==> src/rtl/rng_delay.sv <==
// Random-delay generator: on a rising rng_resume, waits MIN_MS + LFSR[RANGE_BITS-1:0] ms, then raises rnd_ready.
// Define RNG_FAST_SIM_EN to bypass the ms prescaler (every WAIT cycle is a tick).
module rng_delay #(
  parameter int unsigned CLK_FREQ_HZ = 50_000_000,
  parameter int unsigned MIN_MS      = 1000,
  parameter int unsigned RANGE_BITS  = 12
) (
  input  logic        clock,
  input  logic        reset,
  input  logic        rng_resume,
  output logic        rnd_ready,
  output logic        busy,
  output logic [15:0] delay_ms,
  output logic [15:0] lfsr_q
);

  localparam logic [15:0] RANGE_MASK = 16'((32'd1 << RANGE_BITS) - 32'd1);
  localparam logic [15:0] MIN_DELAY  = 16'(MIN_MS);
  localparam logic [15:0] LFSR_SEED  = 16'hACE1;
  localparam logic [15:0] LFSR_TAPS  = 16'hB400;

  typedef enum logic [1:0] {
    S_IDLE,
    S_LOAD,
    S_WAIT,
    S_READY
  } state_t;

  state_t      r_state;
  state_t      w_state_nxt;
  logic        r_resume_q;
  logic        w_req;
  logic        w_tick;
  logic [15:0] r_lfsr;
  logic [15:0] r_rem;
  logic [15:0] r_delay;
  logic [15:0] w_pick;
  logic        r_ready;
  logic        r_busy;

  assign w_req  = rng_resume & ~r_resume_q;
  assign w_pick = MIN_DELAY + (r_lfsr & RANGE_MASK);

  // Free-running in every state so the user's button timing randomises the pick.
  always_ff @(posedge clock or posedge reset) begin
    if (reset) begin
      r_lfsr     <= LFSR_SEED;
      r_resume_q <= 1'b0;
    end else begin
      r_lfsr     <= (r_lfsr >> 1) ^ (r_lfsr[0] ? LFSR_TAPS : '0);
      r_resume_q <= rng_resume;
    end
  end

`ifdef RNG_FAST_SIM_EN
  assign w_tick = 1'b1;
`else
  localparam int unsigned TICK_DIV = CLK_FREQ_HZ / 1000;
  localparam int unsigned PRESC_W  = (TICK_DIV > 1) ? $clog2(TICK_DIV) : 1;

  logic [PRESC_W-1:0] r_presc;

  assign w_tick = (r_presc == PRESC_W'(TICK_DIV - 1));

  // Cleared in LOAD so the first tick lands exactly TICK_DIV cycles into WAIT.
  always_ff @(posedge clock or posedge reset) begin
    if (reset) begin
      r_presc <= '0;
    end else if (r_state == S_LOAD) begin
      r_presc <= '0;
    end else if (r_state == S_WAIT) begin
      r_presc <= w_tick ? '0 : r_presc + 1'b1;
    end
  end
`endif

  always_ff @(posedge clock or posedge reset) begin
    if (reset) begin
      r_state <= S_IDLE;
    end else begin
      r_state <= w_state_nxt;
    end
  end

  always_comb begin
    w_state_nxt = r_state;
    case (r_state)
      S_IDLE:  if (w_req) w_state_nxt = S_LOAD;
      S_LOAD:  w_state_nxt = S_WAIT;
      S_WAIT:  if (w_tick && (r_rem == 16'd1)) w_state_nxt = S_READY;
      S_READY: if (w_req) w_state_nxt = S_LOAD;
      default: w_state_nxt = S_IDLE;
    endcase
  end

  always_ff @(posedge clock or posedge reset) begin
    if (reset) begin
      r_rem   <= '0;
      r_delay <= '0;
    end else if (r_state == S_LOAD) begin
      r_rem   <= w_pick;
      r_delay <= w_pick;
    end else if ((r_state == S_WAIT) && w_tick) begin
      r_rem   <= r_rem - 16'd1;
    end
  end

  // Outputs registered from the next state so they change on the same edge as the state.
  always_ff @(posedge clock or posedge reset) begin
    if (reset) begin
      r_busy  <= 1'b0;
      r_ready <= 1'b0;
    end else begin
      r_busy  <= (w_state_nxt == S_LOAD) || (w_state_nxt == S_WAIT);
      r_ready <= (w_state_nxt == S_READY);
    end
  end

  assign rnd_ready = r_ready;
  assign busy      = r_busy;
  assign delay_ms  = r_delay;
  assign lfsr_q    = r_lfsr;

endmodule
==> config.mk <==
export PLATFORM = sky130hd
export DESIGN_NAME = rng_delay
export DESIGN_NICKNAME = d
export VERILOG_FILES = /design/src/rtl/rng_delay.sv
export SDC_FILE = /design/constraint.sdc
export NUM_CORES = 1
export LEC_CHECK = 0
export ABC_AREA = 1
export ABC_CLOCK_PERIOD_IN_PS = 2450
export CAP_MARGIN = 20
export CORE_MARGIN = 2
export CORE_UTILIZATION = 46
export CTS_CLUSTER_DIAMETER = 200
export DETAILED_ROUTE_END_ITERATION = 10
export PLACE_DENSITY = 0.68
export SLEW_MARGIN = 15
export SYNTH_ARGS = -nofsm -noshare
export SYNTH_HDL_FRONTEND = slang
export SYNTH_SLANG_ARGS = --single-unit
==> constraint.sdc <==
create_clock -name clock -period 2.45 [get_ports clock]
set_input_delay 0.49 -clock clock [delete_from_list [all_inputs] [get_ports clock]]
set_output_delay 0.49 -clock clock [all_outputs]
set_load 0.03 [all_outputs]
* Yosys cells after proc, flatten, opt, wreduce, memory -nomap -nowiden
Cells that the tools add are included.
** Storage, ports and cells
- Register bits :: 69
- Input bits :: 3
- Output and inout bits :: 34
- Word-level logic and storage cells :: 38
** Operators by class
- Equality and inequality tests :: 8
- Reduce and logical (&&, ||, !) cells :: 7
- Mux-type cells :: 9
- Bitwise logic cells :: 3
- Add/sub/neg operators :: 3
** Operator list (number)
- two-way mux 16 bit :: 6
- adder 16 x 1 -> 16 bit, second input constant :: 1
- equality test 16 x 1 -> 1 bit, second input constant :: 1
- equality test 16 bit, second input constant :: 1
- subtractor 16 x 1 -> 16 bit, second input constant :: 1
- bitwise XOR 15 x 16 -> 16 bit :: 1
- adder 10 x 12 -> 13 bit, first input constant :: 1
- equality test 2 bit, second input constant :: 4
- one-hot mux 2 bit (3 select lines) :: 1
- equality test 2 x 1 -> 1 bit, second input constant :: 2
- two-way mux 2 bit :: 2
- nonzero test 2 bit :: 2
- logical AND 1 bit :: 2
- logical NOT 2 bit :: 1
- OR reduction 2 bit :: 1
- AND 1 bit :: 1
- logical OR 1 bit :: 1
- inverter 1 bit :: 1

* Longest topological paths before layout
- Depth after elaboration :: 6
- Mapped depth :: 11
- Gate-level depth less buffers :: 11

* Worst setup path after synthesis
No wires, ideal clock.
- Kind :: register -> register
- Start point :: reg r_state[0]
- End point :: reg r_busy, in the netlist busy
- Data arrival time :: 1.546 ns
- Library setup time :: 0.126 ns
- Path buffers :: 1
- Stages on the path, launching flop included :: 7
- Setup slack :: 0.778 ns
- Period minus slack after synthesis :: 1.672 ns
- Data required time :: 2.324 ns
- Path through :: dfrtp_1 inv_1 ha_1 inv_1 buf_2 o31ai_1 ha_1
** Between the ends
- Word-level cells in the longest chain between the ends :: 5
- Elaborated cells between the ends (all ways) :: 11
- Classes of those cells :: eq/ne (5); mux (3); reduce/logical (3)
** Ends and longest elaborated chain
- start, declared :: RTL line 29 : state_t r_state;
- start signal, assigned :: RTL line 81 : r_state <= w_state_nxt;
- equality test 2 bit / logical NOT 2 bit (equally long branches) :: RTL line 87 : case (r_state)
- OR reduction 2 bit (no source line)
- one-hot mux 2 bit (3 select lines) (*) :: RTL line 87
- via w_state_nxt[1] :: RTL line 30 : state_t w_state_nxt;
- equality test 2 x 1 -> 1 bit / equality test 2 bit (equally long branches) :: RTL line 114 : r_busy <= (w_state_nxt == S_LOAD) || (w_state_nxt == S_WAIT);
- logical OR 1 bit (*) :: RTL line 114
- end signal, assigned :: RTL line 114
- end, declared :: RTL line 39 : logic r_busy;
Mark *: on every way through the listed nets, which the timed path passes. The rest lies on a longest branch.
A chain may end at the register's enable or synchronous reset.

* Worst setup path after layout
- Start point :: reg r_lfsr[0], in the netlist lfsr_q[0]
- End point :: out lfsr_q[0]
** RTL lines
- start, declared :: RTL line 34 : logic [15:0] r_lfsr;
- start signal, assigned :: RTL line 50 : r_lfsr <= (r_lfsr >> 1) ^ (r_lfsr[0] ? LFSR_TAPS : '0);
- end, declared :: RTL line 14 : output logic [15:0] lfsr_q
No word-level cell between the ends.

==> results.toml <==
[synth]
post_synth_design_cell_area_um2 = 3480
synthDominantAreaCellType = "sky130_fd_sc_hd__dfrtp_1"
synth_area_leaders = "sky130_fd_sc_hd__dfrtp_1 42%, sky130_fd_sc_hd__nand2_1 17%, sky130_fd_sc_hd__dfstp_2 6.0%"
synthCells = 455
synth.yosys.seq_area_share_pct = 47.7
synth.avg_cell_area_um2 = 7.65
number_of_register_bits_inferred_by_synthesis = 66
synth_top_area_share_pct = 41.7
synth.yosys.warnings = 0
post_synth_num_cell_types = 31

[floorplan]
area_of_the_die_um2 = 8280
ios = 37
initial_util_pct = 47.8
floorplan.die.width_um = 91.0
core_region_area_um2 = 7290
placementRows = 31
die_h_um = 91.0

[critical_path]
r2r_cells = 5
critPathBufInv = 1
crit_path_start_kind = "register"
critical_path.slowest_cell = "sky130_fd_sc_hd__clkdlybuf4s50_1"
crit_path_cell_trace = "clkdlybuf4s50_1"
critical_path.max_stage_delay_ps = 700
worstPathRequired_ps = 1960
crit_cells = 1
timing.critical_path.fanout_max = 6
crit_family = "buffers and inverters"
worstSetupEndpointType = "primary output"
critical_path_arrival_ps = 1660
setup.worst_path.class = "register to primary output"

[placement]
dp_worst_setup_slack_ps = 611
gp_routability_congestion = 0.852
postPlaceCellArea_um2 = 3910
place_inst = 581
numPortBuffers = 33
detailed_place_hpwl_um = 5660

[cells_and_area]
finish.instance_area_um2 = 4110
finish.cell_count_without_fillers = 597
layout-drive-gt1-share_pct = 10.4
design.final.nets = 504
finish.utilization_pct = 56.4
antenna-diode-count = 0
area_delta_synth_final_pct = 18.0
fillCellCount = 714

[global_route]
first_pass_grt_wire_length_um = 13100
gr-usage-all-layers_pct = 19.7
grt_pass1_vias = 2893
antenna_violations_before_repair = 0
grt_max_degree = 32
grt_overflow = 0

[cts]
cts_tree = "built"
clock_tree.root_cell = "sky130_fd_sc_hd__clkbuf_8"
hold_buffers = 0
clock_insertion_delay_worst_skew_ps = 340
post_cts_setup_buffers = 0
path_clk_slew_ps = 80
ctsHtreeMaxLevel = 3
cts-buffers-inserted = 9
cts.sinks = 66
clockBufferDepth = 2
postCtsResizedCells = 0

[routing]
num_vias = 2913
route.detailed.drc = 0
route.detailed.vias_per_inst = 4.88
drt_pass1_iterations = 4
final_routed_wirelength_um = 7560
dr.first_iter.drc_count = 248
route.detailed.wl_per_inst_um = 12.7
route.antenna.remaining_nets = 0

[timing]
worst_slack_ps = 297
grt_setup_unrepaired = "false"
post-route-min-period_ps = 2150
final.hold.worst_slack_ps = 380
final.period_utilization_pct = 87.9
timing_hold_violations_final = 0
final-max-slew-violation-count = 0
max_freq_mhz = 464
clock_skew_ps = 6.02
report.final.setup_viol = 0
fin_setup_tns_ps = 0

[power]
max-vdd-ir-drop_mv = 0.599
static-leakage-power_nw = 2.11
total_power_mw = 4.18
power_density_nw_per_um2 = 1020

[run]
cap_violations = 0

[min_path]
hold_depth = 0
hold_path_class = "register to register"

[status]
run_status = "completed"
==> synth_stat cells <==
| master | instances |
|---|---|
| sky130_fd_sc_hd__dfstp_2 | 8 |
| sky130_fd_sc_hd__or2_2 | 1 |
| sky130_fd_sc_hd__nor3_4 | 1 |
| sky130_fd_sc_hd__nand3b_1 | 1 |
| sky130_fd_sc_hd__nor2_1 | 54 |
| sky130_fd_sc_hd__nand2_1 | 155 |
| sky130_fd_sc_hd__buf_1 | 2 |
| sky130_fd_sc_hd__a21boi_0 | 2 |
| sky130_fd_sc_hd__nand2_2 | 3 |
| sky130_fd_sc_hd__ha_1 | 8 |
| sky130_fd_sc_hd__xnor2_1 | 1 |
| sky130_fd_sc_hd__o21a_1 | 2 |
| sky130_fd_sc_hd__buf_2 | 4 |
| sky130_fd_sc_hd__xor2_1 | 7 |
| sky130_fd_sc_hd__nor3_2 | 2 |
| sky130_fd_sc_hd__nor3_1 | 7 |
| sky130_fd_sc_hd__buf_4 | 7 |
| sky130_fd_sc_hd__conb_1 | 1 |
| sky130_fd_sc_hd__o31ai_1 | 1 |
| sky130_fd_sc_hd__o21bai_1 | 1 |
| sky130_fd_sc_hd__dfrtp_1 | 58 |
| sky130_fd_sc_hd__buf_6 | 1 |
| sky130_fd_sc_hd__nand3_2 | 1 |
| sky130_fd_sc_hd__o21ai_2 | 6 |
| sky130_fd_sc_hd__nand3_1 | 39 |
| sky130_fd_sc_hd__inv_2 | 2 |
| sky130_fd_sc_hd__inv_1 | 48 |
| sky130_fd_sc_hd__nand4_1 | 8 |
| sky130_fd_sc_hd__nor2_2 | 5 |
| sky130_fd_sc_hd__a21oi_1 | 10 |
| sky130_fd_sc_hd__o21ai_0 | 9 |
==> registers in the layout (all words and copies together), names as in the netlist <==
register	flops
busy	1
delay_ms	13
lfsr_q	16
r_presc	16
r_rem	16
r_resume_q	1
r_state	2
rnd_ready	1
==> cells in the final DEF, fill, tap and decap left out, types with 5 or more instances in the layout <==
master                            netlist  final
sky130_fd_sc_hd__dfstp_2                8      8
sky130_fd_sc_hd__o21ai_0                9      9
sky130_fd_sc_hd__inv_1                 48     47
sky130_fd_sc_hd__a21oi_1               10     10
sky130_fd_sc_hd__o21ai_2                6      6
sky130_fd_sc_hd__nand2_1              155    155
sky130_fd_sc_hd__buf_4                  7      5
sky130_fd_sc_hd__dfrtp_1               58     58
sky130_fd_sc_hd__clkdlybuf4s50_1        0     33
sky130_fd_sc_hd__ha_1                   8      8
sky130_fd_sc_hd__nand3_1               39     39
sky130_fd_sc_hd__clkbuf_8               0      9
sky130_fd_sc_hd__nor2_1                54     54
sky130_fd_sc_hd__xor2_1                 7      7
sky130_fd_sc_hd__nor2_2                 5      5
sky130_fd_sc_hd__nand4_1                8      8
sky130_fd_sc_hd__nor3_1                 7      7
==> routing by layer <==
| layer | routed length [um] | share of wire [%] | GRT usage (%) | vias to the layer above |
|---|---|---|---|---|
| met5 | 0 | 0 | 0 | - |
| met4 | 117 | 1.5 | 6.31 | 0 |
| met3 | 323 | 4.3 | 5.15 | 15 |
| met2 | 3570 | 47 | 32.6 | 58 |
| met1 | 3550 | 47 | 25.3 | 1341 |
| li1 | - | - | - | 1499 |
==> logic make-up after synthesis <==
group / count (synthesis) / share of synthesized area, %
adders and majority gates: 8 / 2.87
buffers and inverters: 64 / 8.01
AOI/OAI and AO/OA: 31 / 5.53
other: 1 / 0.108
and+or+nand+nor: 277 / 33.7
DFF: 66 / 47.7
xor gates and xnor gates: 8 / 2.01
==> path summary, 6_finish.rpt <==
path	slack [ps]	end	startpoint
max	300	lfsr_q[0]	lfsr_q[0]
min	380	lfsr_q[11]	lfsr_q[12]
max reg2reg	610	busy	r_state[0]
min reg2reg	380	lfsr_q[11]	lfsr_q[12]
max in group asynchronous	1400	lfsr_q[10]	reset
min in group asynchronous	460	lfsr_q[1]	reset
==> where the power goes <==
part | switching (mW) | internal [mW] | total (mW)
logic | 1.12 | 0.602 | 1.72
registers | 0.194 | 1.33 | 1.52
clock network | 0.454 | 0.476 | 0.931
total | 1.77 | 2.41 | 4.18
==> cell type report <==
cell class | count | area (um^2) | area share, %
clock inverter | 7 | 76.3 | 1.86
timing repair buffer | 39 | 388 | 9.44
sequential | 66 | 1660 | 40.4
multi-input combinational | 327 | 1550 | 37.7
clock buffer | 9 | 124 | 3.01
tap | 99 | 124 | 3.01
inverter | 50 | 188 | 4.57
Power figures use the tool's default switching activity.
==> RTL edit 1, RTL diff (config.mk and constraints unchanged) <==
The parameter `CLK_FREQ_HZ` goes from 50_000_000 to 25_000_000.
--- a/src/rtl/rng_delay.sv
+++ b/src/rtl/rng_delay.sv
@@ -1,7 +1,7 @@
 // Random-delay generator: on a rising rng_resume, waits MIN_MS + LFSR[RANGE_BITS-1:0] ms, then raises rnd_ready.
 // Define RNG_FAST_SIM_EN to bypass the ms prescaler (every WAIT cycle is a tick).
 module rng_delay #(
-  parameter int unsigned CLK_FREQ_HZ = 50_000_000,
+  parameter int unsigned CLK_FREQ_HZ = 25_000_000,
   parameter int unsigned MIN_MS      = 1000,
   parameter int unsigned RANGE_BITS  = 12
 ) (
Formal check against the unedited RTL: same outputs for any inputs over 10 cycles, from zero or initial values and one cycle with reset high; that may be too few to reach the edited logic, so the function may still have changed.
==> RTL edit 1 against the original RTL <==
- routed wire length down 1.9%
- power down 5.1%
- worst setup slack gained 0.015 ns
- design area down 1.7%
- synthesized area is 1.6% lower
- clock skew increased by 0.0087 ns
- sequential cell count is 1 lower
- synthesized cell count fell by 2.6%
- largest cell class unchanged
==> RTL edit 1: results (changes against the original RTL) <==
Parameter                              Value

Cells and area
  Post-route non-filler standard cell count ... 584 (was 597)
  Fraction of layout instances using a drive strength above 1 ... 0.0948 (was 0.104)
  Util after Layout ... 0.560 (was 0.564)
  Ant diodes ... 0 (unchanged)
  Filler cell count in the final layout ... 696 (was 714)
  Layout Nets ... 491 (was 504)

Global route
  Wire length of the first global-routing pass ... 13000 um (was 13100 um)
  Maximum number of pins on one net before global-route repair ... 24 (was 32)
  Overall global routing resource usage ... 0.200 (was 0.197)
  Via count of the first global-routing pass ... 2839 (was 2893)
  Antenna violations before repair ... 0 (unchanged)

Synth
  Ys flop type ... dfrtp_1 (unchanged)
  Register area share after synthesis ... 0.478 (was 0.477)
  Number of distinct standard cells referenced by the synthesized netlist ... 32 (was 31)
  Post-synthesis average cell area ... 7.74 um^2 (was 7.65 um^2)
  Top cells by count, synth ... nand2_1 (133), nor2_1 (59), dfrtp_1 (57) (was nand2_1 (155), dfrtp_1 (58), nor2_1 (54))
  Synthesis Warnings ... 0 (unchanged)
  Most area-consuming cells after synthesis ... dfrtp_1 (42%), nand2_1 (15%), nor2_1 (6.5%) (was dfrtp_1 (42%), nand2_1 (17%), dfstp_2 (6.0%))
  Async S/R FF share, synth ... 1.00 (unchanged)

Worst setup path
  Largest fanout on the critical path ... 6 (unchanged)
  Cell with the largest stage delay on the worst path ... clkdlybuf4s50_1 (unchanged)
  Data arrival time of the worst path ... 1.65 ns
  Longest individual stage delay on the worst path ... 0.69 ns
  Cell family contributing the most delay on the critical path ... buffers and inverters (unchanged)

Power and ir drop
  Reported leakage power ... 2.05 nW (was 2.11 nW)
  Largest voltage drop on the vdd net ... 382 uV (was 599 uV)
  Int Pwr ... 2.34 mW (was 2.41 mW)

Place
  Instance count after placement with tap cells included ... 568 (was 581)
  Buffers added on ports ... 33 (unchanged)
  Weighted congestion at the end of routability-driven global placement ... 0.859 (was 0.852)
  HPWL after DPL ... 5380 um (was 5660 um)
  Post-placement worst setup slack ... 0.529 ns (was 0.611 ns)
  DP Area ... 3830 um^2 (was 3910 um^2)

Timing
  Pins over their slew limit ... 0 (unchanged)
  Skew final ... 0.0147 ns (was 0.00602 ns)
  Total Negative Setup Slacks ... 0 ns (unchanged)

Clocking
  Maximum clock insertion buffer count ... 2 (unchanged)
  Clock-pin slew on the worst setup and hold paths ... 0.07 ns
  Clock Latency Late Sink ... 0.35 ns
  Setup repair bufs after CTS ... 0 (unchanged)
  Cell at the root of the clock tree ... clkbuf_8 (unchanged)
  Number of instances resized during post-cts repair ... 0 (unchanged)
  Maximum level of the CTS H-tree ... 3 (unchanged)
  Number of buffers created by CTS ... 9 (unchanged)

Drt
  Initial DRT Pass Iterations ... 4 (unchanged)
  Average vias per placed instance ... 4.84 (was 4.88)
  Initial detailed-routing violation count ... 160 (was 248)
  Total length of routed wires ... 7410 um (was 7560 um)

Min path
  Hold WC Path Type ... flop to flop (unchanged)

Outcome
  Run status ... finished, final reports clean (unchanged)
-- RTL edit 1: power groups by stage --
stage	combinational (mW)	sequential, mW	clock [mW]
2_1_floorplan	1.06	1.57	0
3_3_place_gp	1.51	1.48	0
3_5_place_dp	1.56	1.48	0
4_1_cts	1.57	1.46	0.969
5_1_grt	1.79	1.49	1.01
6_report	1.55	1.46	0.943
-- RTL edit 1: path summary, 6_finish.rpt --
| path | from | end | slack [ns] | cells after the start |
|---|---|---|---|---|
| worst max register to register | r_state[0] | r_presc[11] | 0.53 | 10 |
| max in group asynchronous | reset | lfsr_q[5] | 1.30 | 3 |
| worst min register to register | lfsr_q[6] | lfsr_q[5] | 0.38 | 0 |
| min in group asynchronous | reset | delay_ms[10] | 0.48 | 2 |
| worst min-delay path | lfsr_q[6] | lfsr_q[5] | 0.38 | 0 |
| worst max-delay path | lfsr_q[0] | lfsr_q[0] | 0.31 | 1 |
-- RTL edit 1: cell type report --
type / count / area share
Inverter: 57 / 0.0530
Sequential cell: 65 / 0.405
Timing Repair Buffer: 39 / 0.0929
Clock buffer: 12 / 0.0384
Multi-Input combinational cell: 308 / 0.367
Tap cell: 99 / 0.0307
Clock inverter: 4 / 0.0127
-- RTL edit 1: per-layer routing --
layer / vias to the layer above / share of wire / global-route usage
met1: 1321 / 0.46 / 0.244
met5: - / 0 / 0
met2: 43 / 0.49 / 0.340
li1: 1450 / - / -
met4: 0 / 0.017 / 0.0744
met3: 11 / 0.034 / 0.0526
-- RTL edit 1: logic make-up after synthesis --
group,after synthesis,synth area share
buffers and inverters,72,0.0916
AO/OA/AOI/OAI,36,0.0540
other,1,0.00109
flip-flops,65,0.478
adder cells (fa/ha/maj),8,0.0292
AND/OR/NAND/NOR,250,0.318
XOR/XNOR,11,0.0281
==> RTL edit 2, RTL diff (same flow settings) <==
Made on the original files. Reset style: synchronous (`reset`), changed in 5 clocked blocks.
--- a/src/rtl/rng_delay.sv
+++ b/src/rtl/rng_delay.sv
@@ -42,7 +42,7 @@
   assign w_pick = MIN_DELAY + (r_lfsr & RANGE_MASK);
 
   // Free-running in every state so the user's button timing randomises the pick.
-  always_ff @(posedge clock or posedge reset) begin
+  always_ff @(posedge clock) begin
     if (reset) begin
       r_lfsr     <= LFSR_SEED;
       r_resume_q <= 1'b0;
@@ -63,7 +63,7 @@
   assign w_tick = (r_presc == PRESC_W'(TICK_DIV - 1));
 
   // Cleared in LOAD so the first tick lands exactly TICK_DIV cycles into WAIT.
-  always_ff @(posedge clock or posedge reset) begin
+  always_ff @(posedge clock) begin
     if (reset) begin
       r_presc <= '0;
     end else if (r_state == S_LOAD) begin
@@ -74,7 +74,7 @@
   end
 `endif
 
-  always_ff @(posedge clock or posedge reset) begin
+  always_ff @(posedge clock) begin
     if (reset) begin
       r_state <= S_IDLE;
     end else begin
@@ -93,7 +93,7 @@
     endcase
   end
 
-  always_ff @(posedge clock or posedge reset) begin
+  always_ff @(posedge clock) begin
     if (reset) begin
       r_rem   <= '0;
       r_delay <= '0;
@@ -106,7 +106,7 @@
   end
 
   // Outputs registered from the next state so they change on the same edge as the state.
-  always_ff @(posedge clock or posedge reset) begin
+  always_ff @(posedge clock) begin
     if (reset) begin
       r_busy  <= 1'b0;
       r_ready <= 1'b0;
Formal check against the unedited RTL: differs if reset is asserted again (counterexample within 4 cycles, from zero or initial values and one cycle with reset high); with reset held inactive, the same outputs for 10 cycles.
==> RTL edit 2 against the original RTL <==
- critical path type is now flop to flop
- design area shrank 4.2%
- worst setup slack gained 0.086 ns
- routed wire length grew 3.2%
- sequential share of layout area shrank 6.9 points
- synthesized area shrank 5.1%
- sequential cell count is the same
- power grew 6.6%
- global-route usage grew 2.1 points
==> RTL edit 2: results (changes against the original RTL) <==
Parameter                              Value

Outcome
  Run status ... finished, final reports clean (unchanged)

Synth
  Most area-consuming cells after synthesis ... dfxtp_1 (40%), nand2_1 (14%), nor2_1 (8.3%) (was dfrtp_1 (42%), nand2_1 (17%), dfstp_2 (6.0%))
  Post-synthesis average cell area ... 6.77 um^2 (was 7.65 um^2)
  Number of distinct standard cells referenced by the synthesized netlist ... 35 (was 31)
  Top cells by count, synth ... nand2_1 (124), nor2_1 (73), dfxtp_1 (66) (was nand2_1 (155), dfrtp_1 (58), nor2_1 (54))
  Async S/R FF share, synth ... 0 (was 1.00)
  Register area share after synthesis ... 0.400 (was 0.477)

Cells and area
  Invs w/o clock ... 63 (was 50)
  Multi-input gate share of total cell area ... 0.415 (was 0.377)
  Growth of design area from synthesis to finish ... 19.2% (was 18.0%)
  Filler cell count in the final layout ... 653 (was 714)
  Clock tree cell share of total cell area ... 0.0613 (was 0.0487)
  Fraction of layout instances using a drive strength above 1 ... 0.0740 (was 0.104)
  Layout multi-input combinational cell count ... 342 (was 327)
  Non-clock buffering overhead ... 0.0972 (was 0.0944)
  Layout Nets ... 533 (was 504)
  Number of non-clock buffers in the layout ... 40 (was 39)
  Register area ... 1320 um^2 (was 1660 um^2)

Place
  Weighted congestion at the end of routability-driven global placement ... 0.814 (was 0.852)
  Instance count after placement with tap cells included ... 607 (was 581)
  Post-placement worst setup slack ... 0.375 ns (was 0.611 ns)
  DP Area ... 3700 um^2 (was 3910 um^2)
  HPWL after DPL ... 5580 um (was 5660 um)

Power and ir drop
  Largest voltage drop on the vdd net ... 572 uV (was 599 uV)
  Reported leakage power ... 1.75 nW (was 2.11 nW)

Drt
  Total length of routed wires ... 7800 um (was 7560 um)
  Initial detailed-routing violation count ... 184 (was 248)
  Average vias per placed instance ... 4.87 (was 4.88)
  Total number of vias ... 3033 (was 2913)

Global route
  Maximum number of pins on one net before global-route repair ... 27 (was 32)
  Overall global routing resource usage ... 0.218 (was 0.197)
  Via count of the first global-routing pass ... 2817 (was 2893)
  Wire length of the first global-routing pass ... 13100 um (about the same)

Worst setup path
  Longest individual stage delay on the worst path ... 0.38 ns (was 0.70 ns)
  Largest fanout on the critical path ... 10 (was 6)
  Cell with the largest stage delay on the worst path ... ha_1 (was clkdlybuf4s50_1)
  Data arrival time of the worst path ... 2.31 ns (was 1.66 ns)

Timing
  Skew final ... 0.0140 ns (was 0.00602 ns)

Clocking
  Maximum level of the CTS H-tree ... 3 (unchanged)

Floorplanning
  Die Width ... 88.8 um (was 91.0 um)
[RTL edit 2: worst max-delay path: cells and delay by family, from the launching register on]
kind | cells | cell delay, ns
DFF | 1 | 0.33
adders and majority gates | 2 | 0.63
and+or+nand+nor | 5 | 0.65
AOI/OAI and AO/OA | 1 | 0.19
buffers and inverters | 2 | 0.15
[RTL edit 2: worst paths after layout]
kind / from / endpoint / cells after the start / slack, ns
setup / recovery: r_state[0] / busy / 10 / 0.38
hold reg to reg: lfsr_q[15] / lfsr_q[14] / 2 / 0.42
setup reg to reg: r_state[0] / busy / 10 / 0.38
hold / removal: lfsr_q[15] / lfsr_q[14] / 2 / 0.42
[RTL edit 2: metal layers]
layer | global-route usage | vias to the layer above | share of wire
met2 | 0.304 | 62 | 0.42
met1 | 0.318 | 1370 | 0.52
met3 | 0.0662 | 7 | 0.053
met4 | 0.0771 | 0 | 0.013
li1 | - | 1594 | -
met5 | 0 | - | 0
[RTL edit 2: power breakdown]
| part | internal (mW) | total [mW] | switching [mW] | leakage [nW] |
|---|---|---|---|---|
| logic | 0.676 | 1.92 | 1.25 | 1.09 |
| clock network | 0.676 | 1.13 | 0.452 | 0.123 |
| registers | 1.25 | 1.40 | 0.154 | 0.539 |
| total | 2.60 | 4.45 | 1.85 | 1.75 |
[RTL edit 2: cells by family (layout without fill, tap and decap cells)]
kind of cell             after synthesis  in the layout  share of synthesized area
AO/OA/AOI/OAI                         60             60                     0.0958
XOR/XNOR                               8              8                     0.0212
adder cells (fa/ha/maj)                8              8                     0.0303
buffers and inverters                 82            119                      0.108
flip-flops                            66             66                      0.400
other                                  1              3                    0.00113
AND/OR/NAND/NOR                      263            263                      0.344
